--- config.mk ---
export PLATFORM = sky130hd
export DESIGN_NAME = logic_unit_arbiter_flat
export DESIGN_NICKNAME = d
export VERILOG_FILES = /design/src/rtl/logic_unit_arbiter_if.sv /design/src/rtl/logic_unit_arbiter.sv /design/src/flat_wrapper.sv
export SDC_FILE = /design/constraint.sdc
export NUM_CORES = 1
export LEC_CHECK = 0
export ABC_AREA = 1
export BUFFER_PORTS_ARGS = -buffer_cell sky130_fd_sc_hd__buf_2
export CAP_MARGIN = 20
export CORE_MARGIN = 1
export CORE_UTILIZATION = 50
export DETAILED_ROUTE_END_ITERATION = 16
export GPL_ROUTABILITY_DRIVEN = 1
export PLACE_DENSITY = 0.78
export SYNTH_ARGS = -nofsm -noshare
export SYNTH_HDL_FRONTEND = slang
export SYNTH_SLANG_ARGS = --single-unit
--- constraint.sdc ---
create_clock -name clk -period 2 [get_ports clk]
set_input_delay 0.1 -clock clk [delete_from_list [all_inputs] [get_ports clk]]
set_output_delay 0.1 -clock clk [all_outputs]
set_load 0.1 [all_outputs]
--- src/rtl/logic_unit_arbiter_if.sv ---
// Request/grant and result bus shared between the requesters and the logic-unit arbiter.
// Requester slice i occupies op[2i+:2], a[WIDTH*i+:WIDTH], b[WIDTH*i+:WIDTH].
interface logic_unit_arbiter_if #(
    parameter int N_REQ = 4,
    parameter int WIDTH = 8,
    parameter int IDW   = $clog2(N_REQ)
);
    logic [N_REQ-1:0]       req;
    logic [2*N_REQ-1:0]     op;
    logic [WIDTH*N_REQ-1:0] a;
    logic [WIDTH*N_REQ-1:0] b;
    logic [N_REQ-1:0]       gnt;
    logic                   busy;
    logic                   res_valid;
    logic [IDW-1:0]         res_id;
    logic [WIDTH-1:0]       res_data;

    modport master (
        output req, op, a, b,
        input  gnt, busy, res_valid, res_id, res_data
    );

    modport slave (
        input  req, op, a, b,
        output gnt, busy, res_valid, res_id, res_data
    );
endinterface

--- src/rtl/logic_unit_arbiter.sv ---
// Round-robin arbiter sharing one registered NOT/AND/OR/XOR unit; optional grant counter under LU_GRANT_COUNT_EN.
// Latency: gnt one cycle after req is seen idle, res_valid two cycles after gnt; one transaction per 3 cycles.
// Backpressure: req is held until gnt; requests are only sampled in IDLE, results are never stalled.
module logic_unit_arbiter #(
    parameter int N_REQ = 4,
    parameter int WIDTH = 8,
    parameter int IDW   = $clog2(N_REQ)
) (
    input  logic                 clk,
    input  logic                 rst_n,
    logic_unit_arbiter_if.slave  bus
`ifdef LU_GRANT_COUNT_EN
    ,
    output logic [15:0]          grant_count
`endif
);

    typedef enum logic [1:0] {
        ST_IDLE = 2'd0,
        ST_EXEC = 2'd1,
        ST_RESP = 2'd2
    } state_t;

    typedef struct packed {
        logic [1:0]       op;
        logic [WIDTH-1:0] a;
        logic [WIDTH-1:0] b;
    } txn_t;

    state_t           state_q, state_d;
    logic [IDW-1:0]   last_q, last_d;
    logic [IDW-1:0]   id_q, id_d;
    txn_t             txn_q, txn_d;
    logic [N_REQ-1:0] gnt_q, gnt_d;
    logic             res_valid_q, res_valid_d;
    logic [IDW-1:0]   res_id_q, res_id_d;
    logic [WIDTH-1:0] res_data_q, res_data_d;

    txn_t             req_txn [N_REQ];
    logic             sel_vld;
    logic [IDW-1:0]   sel_idx;
    txn_t             sel_txn;

    function automatic logic [WIDTH-1:0] lu_eval(input logic [1:0]       fop,
                                                 input logic [WIDTH-1:0] fa,
                                                 input logic [WIDTH-1:0] fb);
        logic [WIDTH-1:0] r;
        unique case (fop)
            2'b00:   r = ~fa;
            2'b01:   r = fa & fb;
            2'b10:   r = fa | fb;
            default: r = fa ^ fb;
        endcase
        return r;
    endfunction

    // Round-robin search: first pass covers indices above the last winner,
    // second pass wraps around to the indices at or below it.
    always_comb begin
        sel_vld = 1'b0;
        sel_idx = '0;
        sel_txn = '0;
        for (int i = 0; i < N_REQ; i++) begin
            req_txn[i].op = bus.op[2*i +: 2];
            req_txn[i].a  = bus.a[WIDTH*i +: WIDTH];
            req_txn[i].b  = bus.b[WIDTH*i +: WIDTH];
        end
        for (int i = 0; i < N_REQ; i++) begin
            if (!sel_vld && bus.req[i] && (i > int'(last_q))) begin
                sel_vld = 1'b1;
                sel_idx = IDW'(i);
                sel_txn = req_txn[i];
            end
        end
        for (int i = 0; i < N_REQ; i++) begin
            if (!sel_vld && bus.req[i] && (i <= int'(last_q))) begin
                sel_vld = 1'b1;
                sel_idx = IDW'(i);
                sel_txn = req_txn[i];
            end
        end
    end

    always_comb begin
        state_d     = state_q;
        last_d      = last_q;
        id_d        = id_q;
        txn_d       = txn_q;
        gnt_d       = '0;
        res_valid_d = 1'b0;
        res_id_d    = res_id_q;
        res_data_d  = res_data_q;
        unique case (state_q)
            ST_IDLE: begin
                if (sel_vld) begin
                    gnt_d   = {{(N_REQ-1){1'b0}}, 1'b1} << sel_idx;
                    txn_d   = sel_txn;
                    last_d  = sel_idx;
                    id_d    = sel_idx;
                    state_d = ST_EXEC;
                end
            end
            ST_EXEC: begin
                res_data_d = lu_eval(txn_q.op, txn_q.a, txn_q.b);
                res_id_d   = id_q;
                state_d    = ST_RESP;
            end
            ST_RESP: begin
                res_valid_d = 1'b1;
                state_d     = ST_IDLE;
            end
            default: state_d = ST_IDLE;
        endcase
    end

    // Pointer resets to the top index so requester 0 wins the first round.
    always_ff @(posedge clk or negedge rst_n) begin
        if (!rst_n) begin
            state_q     <= ST_IDLE;
            last_q      <= IDW'(N_REQ-1);
            id_q        <= '0;
            txn_q       <= '0;
            gnt_q       <= '0;
            res_valid_q <= 1'b0;
            res_id_q    <= '0;
            res_data_q  <= '0;
        end else begin
            state_q     <= state_d;
            last_q      <= last_d;
            id_q        <= id_d;
            txn_q       <= txn_d;
            gnt_q       <= gnt_d;
            res_valid_q <= res_valid_d;
            res_id_q    <= res_id_d;
            res_data_q  <= res_data_d;
        end
    end

    assign bus.gnt       = gnt_q;
    assign bus.busy      = (state_q != ST_IDLE);
    assign bus.res_valid = res_valid_q;
    assign bus.res_id    = res_id_q;
    assign bus.res_data  = res_data_q;

`ifdef LU_GRANT_COUNT_EN
    logic [15:0] grant_count_q, grant_count_d;

    // Counts alongside the grant being registered; saturates instead of wrapping.
    always_comb begin
        grant_count_d = grant_count_q;
        if ((state_q == ST_IDLE) && sel_vld && (grant_count_q != 16'hFFFF)) begin
            grant_count_d = grant_count_q + 16'd1;
        end
    end

    always_ff @(posedge clk or negedge rst_n) begin
        if (!rst_n) begin
            grant_count_q <= '0;
        end else begin
            grant_count_q <= grant_count_d;
        end
    end

    assign grant_count = grant_count_q;
`endif

endmodule

--- src/flat_wrapper.sv ---
// flat-port wrapper written by rule: the top's interface ports become plain ports
module logic_unit_arbiter_flat 
#(
    parameter int N_REQ = 4,
    parameter int WIDTH = 8,
    parameter int IDW   = $clog2(N_REQ)
)
  (clk, rst_n, bus_req, bus_op, bus_a, bus_b, bus_gnt, bus_busy, bus_res_valid, bus_res_id, bus_res_data);
  logic_unit_arbiter_if #(.N_REQ(N_REQ), .WIDTH(WIDTH), .IDW(IDW)) bus_i ();
  input  logic clk;
  input  logic rst_n;
  input wire logic [$bits(bus_i.req)-1:0] bus_req;
  input wire logic [$bits(bus_i.op)-1:0] bus_op;
  input wire logic [$bits(bus_i.a)-1:0] bus_a;
  input wire logic [$bits(bus_i.b)-1:0] bus_b;
  output wire logic [$bits(bus_i.gnt)-1:0] bus_gnt;
  output wire logic [$bits(bus_i.busy)-1:0] bus_busy;
  output wire logic [$bits(bus_i.res_valid)-1:0] bus_res_valid;
  output wire logic [$bits(bus_i.res_id)-1:0] bus_res_id;
  output wire logic [$bits(bus_i.res_data)-1:0] bus_res_data;
  assign bus_i.req = bus_req;
  assign bus_i.op = bus_op;
  assign bus_i.a = bus_a;
  assign bus_i.b = bus_b;
  assign bus_gnt = bus_i.gnt;
  assign bus_busy = bus_i.busy;
  assign bus_res_valid = bus_i.res_valid;
  assign bus_res_id = bus_i.res_id;
  assign bus_res_data = bus_i.res_data;
  logic_unit_arbiter #(.N_REQ(N_REQ), .WIDTH(WIDTH), .IDW(IDW)) u_core (.clk(clk), .rst_n(rst_n), .bus(bus_i));
endmodule
==> metrics.txt <==
Setup WS post-layout=roughly 0.17 ns; Post-Syn Instances=481; VDD IR max=1510 uV; Max-slew headroom=0.426; pre-CTS setup slack=around 0.21 ns; GRT overflow=0; Power Dens Cells=between 1500 and 2000 mW/mm2; period utilisation layout=0.914; Die Y-Extent=approximately 81 um; post-route cell area=roughly 0.0038 mm2; hold path start=bus_req[3]; Root Buffer Master=clkbuf_8; Mapped Avg Cell Area=around 6.6 um2; via count=3404; Clock Latency Late Sink=between 0.2 and 0.3 ns; most frequent cells in the layout=132 x nor2_1, 93 x buf_2, 69 x nand2_1; n_diodes=0; leading area contributor after synthesis=dfrtp_1; H-tree levels=2; Num CTS Buffers=5; final WL=between 8 and 9 mm; DIE AREA=0.00663 mm2; layout cells sized above 1=0.224; Worst EP required=about 2.2 ns; GRT Resource Usage Total=0.279; Area contributors post-synth=dfrtp_1 29%, nor2_1 16%, nand3_1 8.7%, nand2_1 8.2%, inv_1 7.4%; mux cell area share after synthesis=0; Mapped Nets=~580; TritonCTS clock tree=done; Core Area=0.00599 mm2; largest family of logic cells by synthesized area=simple AND/OR/NAND/NOR gates; Distinct cells, synth=29; drt pass-1 iters=5; leading cell type in the layout, fill and taps excluded=nor2_1; XOR/XNOR Fraction of Synth Area=0; R2R Path Start=u_core.last_q[1]; post-synthesis adder-cell area fraction=0.0635; drt drc=0; CP peak stage delay=approximately 0.56 ns; CP max-delay cell=dfstp_2; Placer Congestion=0.964; Syn-to-layout area delta=19.3%; # setup viols final=0; CTS resizes=0; Cells after DPL=~630; DRT antenna net count=0; outcome=finished clean; Seq cells post-synth=39; RSZ-0062 raised after global routing=no; Leakage=approximately 2.2 nW; worst hold path class=in2reg; post-synthesis simple-gate area fraction=0.412; actual slew at the worst max-slew pin=0.862 ns; Worst Setup SP=u_core.last_q[1]; Synth top area share=0.294; CP cell instances=nor2_2 -> nand2_4 -> buf_4 -> nand3_4 -> nor2_1 -> nor2_1 -> nand3_1 -> nor2_1 -> a21oi_1; sequential element share of the synthesized area=0.310; first-iteration detailed-routing DRC count=between 200 and 250; crit path DAT=about 2.0 ns; Critical Path Fanout Max=19; Ys Warns=0; IO buf count=between 90 and 100; CP startpoint kind=flop; Wirelength per Cell=between 10 and 15 um; TNS Setup=0 ns; Syn Std Cell Area=approximately 0.0032 mm2; largest net degree at the start of global routing=40; Final Critical Period=~1.8 ns; vias in the first global route=roughly 3000; most frequent cell on the critical path=nor2_1; Synth Area in Compound Gates=0.0857; DR vias/cell=5.30; Placed Area=roughly 0.0036 mm2; total power=about 6 mW; clk sinks=39; IO Pins=94; num rows=28; Final Slew Violations=0; worst setup path category=reg2reg; Post-DP HPWL=about 6.5 mm; die width=81.4 um; CP endpoint kind=flop; Starting Density=0.526; first-pass GRT wire length=around 14 mm; Worst-path clk slew=about 0.080 ns; Max Cap Viol=0; final std cells w/o fill=between 600 and 700; initial antenna violation count=0; Net count, final=660; FMAX=547 MHz; clk buf depth=2; count of final hold-check violations=0; Clock Skews=between 0.005 and 0.006 ns
-- path summary, 6_finish.rpt --
path                                         to  slack, ns  cells after the start
setup / recovery               u_core.txn_q[16]       0.17                      9
hold / removal                u_core.bus.gnt[3]       0.19                      3
setup reg to reg               u_core.txn_q[16]       0.17                      9
hold reg to reg            u_core.bus.res_valid       0.44                      1
max in group asynchronous      u_core.txn_q[15]       1.00                      2
min in group asynchronous     u_core.bus.gnt[3]       0.45                      2
-- stage by stage --
step	hold slack [ns]	util
final	0.191	0.628
after global routing	0.203	0.628
after CTS	0.194	0.627
after detailed placement	0.261	0.602
after global placement	0.244	0.602
after floorplan	-0.196	-
-- final cells by class --
class	count	area [um2]
multi-input cells	352	1770
well taps	75	93.8
repair buffers	101	528
fillers	544	2230
clock inverters	3	67.6
clock buffers	5	68.8
inverters	67	254
flip-flops and latches	39	978
-- flip-flops by register name, indices dropped and copies added, names as in the netlist --
signal and cells:
u_core.txn_q 18, u_core.bus.gnt 4, u_core.bus.res_id 2, u_core.state_q 2, u_core.last_q 2, u_core.bus.res_data 8, u_core.bus.res_valid 1, u_core.id_q 2
-- kinds of logic after synthesis --
logic type	Yosys count
adder cells (fa/ha/maj)	16
AND/OR/NAND/NOR	288
buffers and inverters	90
AO/OA/AOI/OAI	48
flip-flops	39
-- per-layer routing --
metal	GRT usage	share of wire	vias up
met5	0	0	-
met4	0.0661	0.010	0
met3	0.0433	0.085	10
met2	0.433	0.44	172
met1	0.404	0.46	1519
li1	-	-	1703
-- cell usage after synthesis --
cell	n
a21oi_2	1
nand2_2	2
buf_1	1
buf_4	4
or2_2	1
o211ai_1	1
nand3_4	3
nor2_8	2
ha_1	16
nor3_1	1
inv_2	4
dfrtp_1	37
clkbuf_1	4
inv_4	1
buf_6	5
o21ai_1	3
nand2_1	69
nor2_1	132
a21oi_1	21
nand2_4	2
a221oi_1	6
nand3_1	55
nand4_1	20
o21ai_0	15
dfstp_2	2
inv_1	62
buf_2	9
a31oi_1	1
nor2_2	1
-- critical path, delay by kind of cell, from the launching register on --
family	cells	cell delay (ns)
AO/OA/AOI/OAI	1	0.17
AND/OR/NAND/NOR	7	0.78
buffers and inverters	1	0.25
flip-flops	1	0.56
-- where the power goes --
group	switching (mW)	internal, mW
combinational	2.75	1.02
sequential	0.263	1.20
clock	0.284	0.497
total	3.30	2.71
-- timing repair --
item,in CTS,in global routing
setup endpoints to repair,0,2
setup buffers,0,1
hold buffers,1,0
endpoints found under the hold margin,37,0
No activity file was read; power rests on OpenSTA's default activity.
